File: src/rtl/fmul_seq.sv
// fmul_seq: sequential IEEE-754 single-precision multiplier.
// Accepts two FP32 operands on start, forms the 24x24 significand product,
// normalises, rounds (RNE or RTZ) and holds the packed result plus flags.
// Subnormal inputs are flushed to zero; underflowing results flush to zero.
//
// Ports:
//   clk, rst         - clock, synchronous active-high reset
//   start            - operation request, accepted only in IDLE
//   op_a, op_b       - FP32 operands, captured on accepted start
//   round_mode       - 0 = round-to-nearest-even, 1 = round-toward-zero
//   result           - FP32 product, held until the next accepted start
//   valid_out        - result/flags hold a completed operation
//   flags            - [4] invalid [3] div-by-zero (0) [2] overflow [1] underflow [0] inexact
//   busy             - operation in flight
//
// Build option: FMUL_FAST_MULT_EN selects a single-cycle combinational
// multiply (4-cycle latency) instead of the 24-cycle shift-add (27 cycles).
module fmul_seq (
    input  logic        clk,
    input  logic        rst,
    input  logic        start,
    input  logic [31:0] op_a,
    input  logic [31:0] op_b,
    input  logic        round_mode,
    output logic [31:0] result,
    output logic        valid_out,
    output logic [4:0]  flags,
    output logic        busy
);
    localparam int unsigned EXP_W  = 10;
    localparam int unsigned SIG_W  = 24;
    localparam int unsigned PROD_W = 48;
    localparam int unsigned CNT_W  = 5;
    localparam logic signed [EXP_W-1:0] EXP_BIAS = 10'sd127;
    localparam logic signed [EXP_W-1:0] EXP_MAX  = 10'sd255;
    localparam logic signed [EXP_W-1:0] EXP_MIN  = 10'sd1;
    localparam logic [31:0] QNAN = 32'h7FC00000;

    typedef enum logic [2:0] {
        S_IDLE, S_UNPACK, S_MULT, S_NORM, S_ROUND
    } state_t;

    state_t state_q, state_d;

    logic [31:0]             a_q, a_d, b_q, b_d;
    logic                    rm_q, rm_d, sign_q, sign_d;
    logic signed [EXP_W-1:0] exp_q, exp_d;
    logic [SIG_W-1:0]        mcand_q, mcand_d, mplier_q, mplier_d;
    logic [PROD_W-1:0]       acc_q, acc_d;
    logic                    special_q, special_d;
    logic [31:0]             spec_res_q, spec_res_d;
    logic [4:0]              spec_flags_q, spec_flags_d;
    logic [31:0]             result_q, result_d;
    logic [4:0]              flags_q, flags_d;
    logic                    valid_q, valid_d, busy_q, busy_d;
`ifndef FMUL_FAST_MULT_EN
    logic [CNT_W-1:0]        cnt_q, cnt_d;
`endif

    // Operand classification (subnormals count as zero).
    logic a_max, b_max, a_zero, b_zero, a_inf, b_inf, a_nan, b_nan, a_snan, b_snan;
    assign a_max  = &a_q[30:23];
    assign b_max  = &b_q[30:23];
    assign a_zero = (a_q[30:23] == 8'd0);
    assign b_zero = (b_q[30:23] == 8'd0);
    assign a_nan  = a_max & (|a_q[22:0]);
    assign b_nan  = b_max & (|b_q[22:0]);
    assign a_inf  = a_max & ~(|a_q[22:0]);
    assign b_inf  = b_max & ~(|b_q[22:0]);
    assign a_snan = a_nan & ~a_q[22];
    assign b_snan = b_nan & ~b_q[22];

    // Rounding of the normalised product (MSB at bit 47).
    logic [SIG_W-1:0]        mant;
    logic                    g_bit, r_bit, s_bit, rnd_inc, inexact;
    logic [SIG_W:0]          mant_rnd;
    logic signed [EXP_W-1:0] exp_rnd;
    logic [22:0]             frac_rnd;
    assign mant     = acc_q[47:24];
    assign g_bit    = acc_q[23];
    assign r_bit    = acc_q[22];
    assign s_bit    = |acc_q[21:0];
    assign inexact  = g_bit | r_bit | s_bit;
    assign rnd_inc  = ~rm_q & g_bit & (r_bit | s_bit | mant[0]);
    assign mant_rnd = {1'b0, mant} + (SIG_W+1)'(rnd_inc);
    // A carry out means the significand became exactly 2.0.
    assign exp_rnd  = exp_q + (mant_rnd[SIG_W] ? 10'sd1 : 10'sd0);
    assign frac_rnd = mant_rnd[SIG_W] ? mant_rnd[23:1] : mant_rnd[22:0];

    // FSM state register.
    always_ff @(posedge clk) begin
        if (rst) state_q <= S_IDLE;
        else     state_q <= state_d;
    end

    // FSM next state.
    always_comb begin
        state_d = state_q;
        case (state_q)
            S_IDLE:   if (start) state_d = S_UNPACK;
            S_UNPACK: state_d = S_MULT;
`ifdef FMUL_FAST_MULT_EN
            S_MULT:   state_d = S_NORM;
`else
            S_MULT:   if (cnt_q == CNT_W'(SIG_W-1)) state_d = S_NORM;
`endif
            S_NORM:   state_d = S_ROUND;
            S_ROUND:  state_d = S_IDLE;
            default:  state_d = S_IDLE;
        endcase
    end

    // Datapath and output next values.
    always_comb begin
        a_d          = a_q;
        b_d          = b_q;
        rm_d         = rm_q;
        sign_d       = sign_q;
        exp_d        = exp_q;
        mcand_d      = mcand_q;
        mplier_d     = mplier_q;
        acc_d        = acc_q;
        special_d    = special_q;
        spec_res_d   = spec_res_q;
        spec_flags_d = spec_flags_q;
        result_d     = result_q;
        flags_d      = flags_q;
        valid_d      = valid_q;
        busy_d       = busy_q;
`ifndef FMUL_FAST_MULT_EN
        cnt_d        = cnt_q;
`endif
        case (state_q)
            S_IDLE: begin
                if (start) begin
                    a_d     = op_a;
                    b_d     = op_b;
                    rm_d    = round_mode;
                    valid_d = 1'b0;
                    busy_d  = 1'b1;
                end
            end
            S_UNPACK: begin
                sign_d   = a_q[31] ^ b_q[31];
                exp_d    = $signed({2'b00, a_q[30:23]}) + $signed({2'b00, b_q[30:23]}) - EXP_BIAS;
                mcand_d  = {1'b1, a_q[22:0]};
                mplier_d = {1'b1, b_q[22:0]};
                acc_d    = '0;
`ifndef FMUL_FAST_MULT_EN
                cnt_d    = '0;
`endif
                // Specials in priority order: NaN, inf*0, inf, zero.
                special_d    = 1'b1;
                spec_flags_d = 5'b00000;
                if (a_nan | b_nan) begin
                    spec_res_d   = QNAN;
                    spec_flags_d = {a_snan | b_snan, 4'b0000};
                end else if ((a_inf & b_zero) | (a_zero & b_inf)) begin
                    spec_res_d   = QNAN;
                    spec_flags_d = 5'b10000;
                end else if (a_inf | b_inf) begin
                    spec_res_d   = {a_q[31] ^ b_q[31], 31'h7F800000};
                end else if (a_zero | b_zero) begin
                    spec_res_d   = {a_q[31] ^ b_q[31], 31'h00000000};
                end else begin
                    special_d    = 1'b0;
                    spec_res_d   = '0;
                end
            end
            S_MULT: begin
`ifdef FMUL_FAST_MULT_EN
                acc_d    = PROD_W'(mcand_q) * PROD_W'(mplier_q);
`else
                // One multiplier bit per cycle, weighted by the cycle index.
                acc_d    = acc_q + (mplier_q[0] ? (PROD_W'(mcand_q) << cnt_q) : '0);
                mplier_d = mplier_q >> 1;
                cnt_d    = cnt_q + CNT_W'(1);
`endif
            end
            S_NORM: begin
                if (acc_q[PROD_W-1]) exp_d = exp_q + 10'sd1;
                else                 acc_d = acc_q << 1;
            end
            S_ROUND: begin
                valid_d = 1'b1;
                busy_d  = 1'b0;
                if (special_q) begin
                    result_d = spec_res_q;
                    flags_d  = spec_flags_q;
                end else if (exp_rnd >= EXP_MAX) begin
                    result_d = rm_q ? {sign_q, 31'h7F7FFFFF} : {sign_q, 31'h7F800000};
                    flags_d  = 5'b00101;
                end else if (exp_rnd < EXP_MIN) begin
                    result_d = {sign_q, 31'h00000000};
                    flags_d  = 5'b00011;
                end else begin
                    result_d = {sign_q, exp_rnd[7:0], frac_rnd};
                    flags_d  = {4'b0000, inexact};
                end
            end
            default: ;
        endcase
    end

    // Datapath and output registers.
    always_ff @(posedge clk) begin
        if (rst) begin
            a_q          <= '0;
            b_q          <= '0;
            rm_q         <= 1'b0;
            sign_q       <= 1'b0;
            exp_q        <= '0;
            mcand_q      <= '0;
            mplier_q     <= '0;
            acc_q        <= '0;
            special_q    <= 1'b0;
            spec_res_q   <= '0;
            spec_flags_q <= '0;
            result_q     <= '0;
            flags_q      <= '0;
            valid_q      <= 1'b0;
            busy_q       <= 1'b0;
`ifndef FMUL_FAST_MULT_EN
            cnt_q        <= '0;
`endif
        end else begin
            a_q          <= a_d;
            b_q          <= b_d;
            rm_q         <= rm_d;
            sign_q       <= sign_d;
            exp_q        <= exp_d;
            mcand_q      <= mcand_d;
            mplier_q     <= mplier_d;
            acc_q        <= acc_d;
            special_q    <= special_d;
            spec_res_q   <= spec_res_d;
            spec_flags_q <= spec_flags_d;
            result_q     <= result_d;
            flags_q      <= flags_d;
            valid_q      <= valid_d;
            busy_q       <= busy_d;
`ifndef FMUL_FAST_MULT_EN
            cnt_q        <= cnt_d;
`endif
        end
    end

    assign result    = result_q;
    assign flags     = flags_q;
    assign valid_out = valid_q;
    assign busy      = busy_q;

endmodule

File: config.mk
export PLATFORM = sky130hd
export DESIGN_NAME = fmul_seq
export DESIGN_NICKNAME = d
export VERILOG_FILES = /design/src/rtl/fmul_seq.sv
export SDC_FILE = /design/constraint.sdc
export NUM_CORES = 1
export LEC_CHECK = 0
export ABC_CLOCK_PERIOD_IN_PS = 8580
export CAP_MARGIN = 5
export CORE_MARGIN = 3
export CORE_UTILIZATION = 59
export CTS_CLUSTER_DIAMETER = 40
export DETAILED_ROUTE_END_ITERATION = 7
export HOLD_SLACK_MARGIN = 0.05
export PLACE_DENSITY = 0.8
export SLEW_MARGIN = 25
export SYNTH_ARGS = -nofsm -noshare
export SYNTH_HDL_FRONTEND = slang
export SYNTH_SLANG_ARGS = --single-unit
export TNS_END_PERCENT = 100
File: constraint.sdc
create_clock -name clk -period 8.58 [get_ports clk]
set_clock_uncertainty 0.15 [all_clocks]
set_input_delay 1.287 -clock clk [delete_from_list [all_inputs] [get_ports clk]]
set_output_delay 1.287 -clock clk [all_outputs]
set_load 0.01 [all_outputs]
[Word level (Yosys, flattened, before mapping)]
Cells that the tools add are included.
Storage, ports and cells
  flip-flop bits (word level): 257
  input bits: 68
  output and inout port bits: 39
Cells by class
  add/subtract/negate cells: 7
  $lt $le $gt $ge: 2
  equality and inequality tests: 9
  shift-type cells: 1
  muxes and demuxes: 33
  bitwise logic cells: 25
  reduce and logical (&&, ||, !) cells: 17
Operators with widths (count)
  $mux 32: 5
  $pmux 48 s3: 1
  $mux 48: 2
  $mux 31: 2
  $add 48x48->48: 1
  $pmux 24 s2: 1
  $shl 24x5->48: 1
  $reduce_or 23->1: 2
  $add 24x1->25: 1
  $mux 24: 1
  $mux 23: 1
  $reduce_or 22->1: 1
  $pmux 10 s2: 1
  $logic_not 8->1: 2
  $reduce_and 8->1: 2
  $mux 5: 3
  $pmux 3 s4: 1
  $add 10x2->10: 1
  $add 10x2->10 const B: 1
  $and 1x1->1: 10
  $ge 10x9->1 const B: 1
  $lt 10x2->1 const B: 1
  $mux 10: 1
  $pmux 5 s2: 1
  19 further kinds: 50

[Logic depth before layout (Yosys ltp)]
Gate-level depths: netlist of the first run.
  depth in word-level cells: 11
  gate-level depth with buffers: 21
  depth with buffers taken out: 18

[Worst setup path before layout of the first run]
OpenSTA, ideal clock, no wires.
  path type: reg-to-reg
  start: reg cnt_q[1]
  end: reg acc_q[43]
  library setup time: 101 ps
  arrival: 4266 ps
  data required time: 8329 ps
  path slack: 4063 ps
  cell stages (with the launch flop): 19
  path buffers: 3
  period minus slack after synthesis: 4517 ps
  path through: dfxtp_1 > clkbuf_1 > clkbuf_1 > mux4_2 > mux2_2 > o21ai_0 > nand2_1 > o211a_1 > ha_1 > clkbuf_1 > a21o_1 > a221o_1 > a21oi_1 > o21ai_0 > a41o_1 > a21oi_1 > o21ai_0 > mux2i_1 > o41ai_1
On the way
  word-level cells in the longest chain between the ends: 4
RTL lines
  start, declared: line 57  | logic [CNT_W-1:0] cnt_q, cnt_d;
  start signal, assigned: line 243  | cnt_q <= cnt_d;
  $shl 24x5->48: line 175  | acc_d = acc_q + (mplier_q[0] ? (PROD_W'(mcand_q) << cnt_q) : '0);
  $mux 48: line 175
  $add 48x48->48: line 175
  $pmux 48 s3: line 133  | case (state_q)
  end signal, assigned: line 215  | acc_q <= '0;
  end signal, assigned: line 234  | acc_q <= acc_d;
  end, declared: line 49  | logic [PROD_W-1:0] acc_q, acc_d;
Every way passes these cells.
A chain may end at the register's enable or synchronous reset.

[Worst setup path in the final report of the first run]
  start: reg cnt_q[0]
  end: reg acc_q[37]
Same word-level chain as after synthesis.

==> results of run 1 <==
cell type report:
class | count | area share (%)
Multi-Input combinational cell | 1447 | 54.76
Timing Repair Buffer | 116 | 6.986
Sequential cell | 223 | 27.48
Inverter | 31 | 0.7163
Tap cell | 313 | 2.411
Clock inverter | 21 | 2.057
Clock buffer | 41 | 5.584
through the flow:
| stage | std cells | worst slack (ns) | util (%) | cell area, sq um |
|---|---|---|---|---|
| 6_report | 2192 | 3.234 | 70.89 | 16240 |
| 5_1_grt | 2192 | 2.870 | 70.89 | 16240 |
| 4_1_cts | 2192 | 3.342 | 70.88 | 16240 |
| 3_5_place_dp | 2130 | 3.380 | 65.46 | 15000 |
| 3_3_place_gp | 2130 | 3.449 | 65.44 | 15000 |
| 2_1_floorplan | 1833 | 4.063 | - | 13960 |
registers in the layout, summed over array words and instances (netlist names):
register	cells
a_q	32
acc_q	48
b_q	32
busy	1
cnt_q	5
exp_q	10
flags	4
mcand_q	24
mplier_q	24
result	32
rm_q	1
sign_q	1
spec_flags_q	1
spec_res_q	3
special_q	1
state_q	3
valid_out	1
placed cells by master (no fill, tap or decap), types with 15 or more instances in the layout:
| master | count |
|---|---|
| a311oi_1 | 28 |
| dfxtp_1 | 223 |
| clkbuf_16 | 34 |
| nand2_1 | 338 |
| clkdlybuf4s50_1 | 104 |
| a22oi_1 | 25 |
| mux2_2 | 17 |
| and3_1 | 20 |
| a21oi_1 | 203 |
| xnor2_1 | 45 |
| o22ai_1 | 31 |
| nor2_1 | 162 |
| nor2b_1 | 15 |
| nand4_1 | 29 |
| mux2i_1 | 35 |
| nor4_1 | 24 |
| nand3_1 | 30 |
| nor3_1 | 26 |
| a21o_1 | 24 |
| ha_1 | 67 |
| a222oi_1 | 25 |
| a22o_1 | 18 |
| o21ai_0 | 88 |
| xor2_1 | 29 |
| inv_1 | 31 |
worst max-delay path, stage by stage, from the launching register on:
cell and delay [ns]:
dfxtp_1 0.64, buf_4 0.35, mux4_2 0.54, nand2_1 0.08, o21ai_0 0.11, o21ai_0 0.34, o22ai_1 0.22, ha_1 0.43
and2_1 0.33, nand4_1 0.25, or3_1 0.42, o21ai_2 0.25, and2b_1 0.21, a21oi_1 0.15, or4_1 0.49, a311oi_1 0.25
worst paths after layout:
kind | startpoint | to | slack (ns) | depth (start not counted)
hold / removal | flags[4] | flags[4] | 0.30 | 2
setup / recovery | cnt_q[0] | acc_q[37] | 3.23 | 15
hold reg to reg | flags[4] | flags[4] | 0.30 | 2
setup reg to reg | cnt_q[0] | acc_q[37] | 3.23 | 15
per-layer routing:
metal / track usage (%) / routed length, um / vias up / share of wire [%]
li1: - / - / 6680 / -
met1: 39.88 / 17400 / 6413 / 44
met2: 48.19 / 18140 / 465 / 46
met3: 3.684 / 2364 / 94 / 6.0
met4: 10.14 / 1209 / 0 / 3.1
met5: 0 / 0 / - / 0
power groups by stage:
stage / Sequential, mW / Clock (mW) / Combinational (mW)
after detailed placement: 1.16 / 0 / 0.334
final: 1.14 / 1.50 / 0.341
after floorplan: 1.14 / 0 / 0.251
after global routing: 1.15 / 1.56 / 0.379
after CTS: 1.14 / 1.51 / 0.339
after global placement: 1.16 / 0 / 0.328
logic make-up (layout without fill, tap and decap cells):
group	Yosys count	count (layout)	share of synthesized area (%)
and+or+nand+nor	704	704	22.32
buffers and inverters	163	209	4.509
DFF	223	223	31.98
AOI/OAI and AO/OA	538	538	24.89
xor gates and xnor gates	74	74	4.643
adders and majority gates	69	69	6.293
muxes	61	61	5.333
other	1	1	0.02687
==> metrics.md, run 1 <==
| Metric | Value |
|---|---|
| Final setup TNS | `0 ns` |
| Total grt overflow | `0` |
| P_leak | `6.163 nW` |
| Clock Tree Buf Depth | `3` |
| Drt drc | `0` |
| Unrepaired setup endpoints after global routing | `false` |
| Initial antenna violation count | `0` |
| Num CTS Buffers | `34` |
| Area growth from synthesis to layout | `16.38%` |
| Skew-Pair Late Insertion Delay | `0.53 ns` |
| Fillers | `1911` |
| Sink Count | `223` |
| Total global-route track usage | `29.29%` |
| CTS tree | `built` |
| Hold bufs inserted after CTS | `0` |
| Core area | `22920 sq um` |
| EDFF count, synth | `0` |
| Synth async-reset ratio | `0%` |
| IO Count | `107` |
| Critical Path Start Type | `flop` |
| Die footprint | `25540 sq um` |
| Status | `completed` |
| Nets | `1990` |
| Number of port buffers | `105` |
| Drt pass-1 iters | `8` |
| Internal power | `2.169 mW` |
| Die Height | `159.8 um` |
| NetSw | `0.8092 mW` |
| Reg area | `4464 sq um` |
| FP Rows | `55` |
| Die Width | `159.8 um` |
| Slew Limit Fails | `0` |
| Syn avg cell area | `7.615 sq um` |
| Layout cells sized above 1 | `6.067%` |
| Worst min path class | `reg -> reg` |
| Final hold violation count | `0` |
| N_diodes | `0` |
| Crit Path Class | `reg -> reg` |
| DRT iter0 DRCs | `1461` |
| Mapped Area | `13960 sq um` |
| Avg WL per Cell | `17.84 um` |
| Detailed Place HPWL | `27110 um` |
| Ranking of synthesized cells by area | `dfxtp_1 32%, nand2_1 9.1%, a21oi_1 7.3%, ha_1 6.0%, nor2_1 4.4%` |
| YS warnings | `0` |
| Cell taking the most area after synthesis | `dfxtp_1` |
| CP max FO | `17` |
| Comb power frac | `11.5%` |
| First-pass GRT wire length | `63700 um` |
| Top FF cell, synth | `dfxtp_1` |
| Max-Cap Viols | `0` |
| Vias | `13.65k` |
| Initial core utilization | `60.91%` |
| Top post-synthesis cells by count | `338 x nand2_1, 223 x dfxtp_1, 203 x a21oi_1, 164 x nor2_1, 114 x clkbuf_1` |
| Critical Path AT | `5.61 ns` |
| Sw Share | `27.17%` |
| Clock Root Buffer | `clkbuf_16` |
| Largest net degree at the start of global routing | `125` |
| Tightest Pin Transition | `1.013 ns` |
| Total Wirelength | `39120 um` |
| Vias per cell | `6.228` |
| DRT antenna net count | `0` |
| Reg clk slew, reported paths | `0.05 ns` |
| Max-slew headroom | `32.44%` |
| Synth top area share | `31.98%` |
| Setup crit end kind | `flop` |
| Seq/Total Area, Yosys | `31.98%` |
| Final setup fails | `0` |
| Crit path time final | `5.346 ns` |
| Final Power | `2.978 mW` |
| Most frequent cell after synthesis | `nand2_1` |
| Sequential fraction of design power | `38.3%` |
| Yosys reg bits | `223` |
| Worst Path Required | `8.84 ns` |
| Hold slack | `0.3028 ns` |
| Synth Instances | `1833` |
| Fmax | `0.1871 GHz` |
| Period utilization | `62.31%` |
| Number of H-tree levels | `2` |
| Vias in the first global route | `12.75k` |
| Worst VDD drop | `0.1739 mV` |
| Routability cong. | `0.9761` |
| Distinct cells, synth | `77` |
| Clock power share | `50.2%` |
| Power Dens Cells | `183.3 nW/um^2` |
| Cts repair resizes | `0` |
| Area taken by multi-input logic gates | `8896 sq um` |
| Synthesized Nets | `1970` |
| Post-CTS setup buffer count | `0` |
No activity file was read; power rests on OpenSTA's default activity.
==> run 2: changes to the inputs <==
Settings changed: ABC_CLOCK_PERIOD_IN_PS 8580 to 4500, CORE_UTILIZATION 59 to 54, PLACE_DENSITY 0.8 to 0.78.
Clock period 8.58 ns to 4.5 ns, I/O delays scaled along.
==> metrics.md, run 2 (same netlist as run 1, synthesis figures left out) <==
| Metric | Value |
|---|---|
| Max-slew headroom | `34.92% (+2.5 points)` |
| Worst reg2reg endpoint | `acc_q[43]` |
| Post-place setup slack | `0.01307 ns (-3.367 ns)` |
| Sink Count | `223 (unchanged)` |
| Most frequent cells in the layout | `336 x nand2_1, 222 x dfxtp_1, 201 x a21oi_1` |
| Final hold violation count | `0 (unchanged)` |
| First-pass GRT wire length | `65380 um (+2.6%)` |
| Drt pass-1 iters | `8 (unchanged)` |
| Core area | `25330 sq um (+11%)` |
| CP startpoint | `cnt_q[0]` |
| Reg clk slew, reported paths | `0.06 ns (about the same)` |
| Avg WL per Cell | `17.63 um (-1.2%)` |
| R2R depth | `16 (+1)` |
| Inst Count DP | `2213 (+3.9%)` |
| Top Metal Used | `met4` |
| Worst min path class | `reg -> reg` |
| Die Width | `166.8 um (+4.4%)` |
| Clock Tree Buf Depth | `3 (unchanged)` |
| Die footprint | `27810 sq um (+8.9%)` |
| Critical Path Start Type | `flop` |
| Post-route cell area | `16970 sq um (+4.4%)` |
| Initial core utilization | `55.11% (-5.8 points)` |
| Vias per cell | `6.097 (-2.1%)` |
| Final Power | `5.741 mW (+93%)` |
| Number of port buffers | `105 (unchanged)` |
| DRT met1 WL | `17920 um (+3.0%)` |
| Vias in the first global route | `12.87k (+0.98%)` |
| Crit Path Class | `reg -> reg` |
| Finished Layout Cells | `2277 (+3.9%)` |
| Worst VDD drop | `0.2935 mV (+69%)` |
| Die Height | `166.8 um (+4.4%)` |
| Hold slack | `0.3025 ns (-0.0002640 ns)` |
| Nets | `2058 (+3.4%)` |
| Total global-route track usage | `27.58% (-1.7 points)` |
| Skew-Pair Late Insertion Delay | `0.53 ns (about the same)` |
| Final setup TNS | `0 ns (unchanged)` |
| Final setup margin | `0.1738 ns (-3.060 ns)` |
| Routed wl met2 | `18520 um (+2.1%)` |
| P_leak | `6.535 nW (+6.0%)` |
| Total grt overflow | `0 (unchanged)` |
| Max-Cap Viols | `0 (unchanged)` |
| Status | `finished, violations left` |
| Routability cong. | `0.9967 (+2.1%)` |
| Final setup fails | `0 (unchanged)` |
| DRT iter0 DRCs | `1385 (-5.2%)` |
| Post-DP Area | `15560 sq um (+3.7%)` |
| Failing checks | `DRC` |
| CP endpoint | `acc_q[43]` |
| Area growth from synthesis to layout | `21.54%` |
| Commonest non-fill, non-tap cell in the layout | `nand2_1` |
| Crit Reg-Reg Startpoint | `cnt_q[0]` |
| Largest net degree at the start of global routing | `157 (+26%)` |
| IO Count | `107 (unchanged)` |
| Crit path time final | `4.326 ns (-1.020 ns)` |
| Drt drc | `2 (+2)` |
| Power Dens Cells | `338.4 nW/um^2 (+85%)` |
| Number of H-tree levels | `2 (unchanged)` |
| Met3 Wirelength | `2467 um (+4.4%)` |
| CTS tree | `built` |
| Fmax | `0.2312 GHz (+24%)` |
| Vias | `13.88k (+1.7%)` |
| Period utilization | `96.14% (+34 points)` |
| N_diodes | `0 (unchanged)` |
| CP max FO | `9 (-8)` |
| Layout cells sized above 1 | `10.27% (+4.2 points)` |
| FP Rows | `58 (+5.5%)` |
| Worst Path Required | `4.77 ns (-4.07 ns)` |
| Clock Root Buffer | `clkbuf_16` |
| Final Util | `66.98% (-3.9 points)` |
| Num CTS Buffers | `36 (+5.9%)` |
| Initial antenna violation count | `0 (unchanged)` |
| Total Wirelength | `40140 um (+2.6%)` |
| Post-CTS setup buffer count | `0 (unchanged)` |
| Number of flip-flops in the largest register | `48 (unchanged)` |
| Detailed Place HPWL | `29200 um (+7.7%)` |
| Tightest Pin Transition | `0.9763 ns (-0.03710 ns)` |
| Fillers | `2119 (+11%)` |
| Critical Path AT | `4.59 ns (-1.02 ns)` |
| DRT antenna net count | `0 (unchanged)` |
| Slew Limit Fails | `0 (unchanged)` |
| Hold bufs inserted after CTS | `0 (unchanged)` |
| R2R Setup Slk | `0.17 ns (-3.06 ns)` |
| Setup crit end kind | `flop` |
| Reg with most FFs | `acc_q` |
[run 2: what timing repair did]
| action | CTS | global route |
|---|---|---|
| pin swaps | 0 | 2 |
| gates cloned | 0 | 0 |
| gates resized for setup | 1 | 34 |
| endpoints found under the hold margin | 0 | 0 |
| endpoints found under the setup margin | 17 | 43 |
[run 2: final cells by class]
type	instances	area (sq um)	area share (%)
sequential	223	4466	26.32
clock inverter	23	331.6	1.954
multi-input combinational	1447	9037	53.27
tap	330	412.9	2.434
clock buffer	41	929.6	5.480
timing repair buffer	182	1672	9.853
inverter	31	116.4	0.6859
[run 2: worst min-delay path by stage]
stage                               start               to  slack (ns)  cells after the start
after global placement         result[22]       result[22]        0.29                      2
final                          result[22]       result[22]        0.30                      2
after detailed placement   spec_res_q[31]   spec_res_q[31]        0.30                      2
after floorplan           spec_flags_q[4]  spec_flags_q[4]        0.28                      2
after global routing               a_q[8]       mcand_q[8]        0.33                      2
after CTS                  spec_res_q[31]   spec_res_q[31]        0.31                      2
[run 2: worst max-delay path: stages (launching register included)]
cell and delay [ns]:
dfxtp_2 0.37, buf_4 0.19, mux4_2 0.52, mux2_2 0.30, o21ai_1 0.21, nand2_1 0.12
o211a_1 0.18, ha_1 0.21, a21o_1 0.18, a221o_1 0.35, a21oi_1 0.21, o21ai_0 0.15
a41o_1 0.27, a21oi_2 0.17, o21ai_0 0.14, mux2i_1 0.14, o41ai_1 0.34
[run 2: power breakdown]
group,total [mW],switching (mW),internal [mW]
clock,2.87,1.06,1.81
combinational,0.708,0.433,0.275
sequential,2.16,0.0929,2.07
[run 2: per-layer routing]
metal / vias to the layer above / global-route usage (%)
met5: - / 0
met4: 0 / 9.110
met3: 90 / 3.822
met2: 487 / 44.92
met1: 6488 / 37.97
li1: 6818 / -
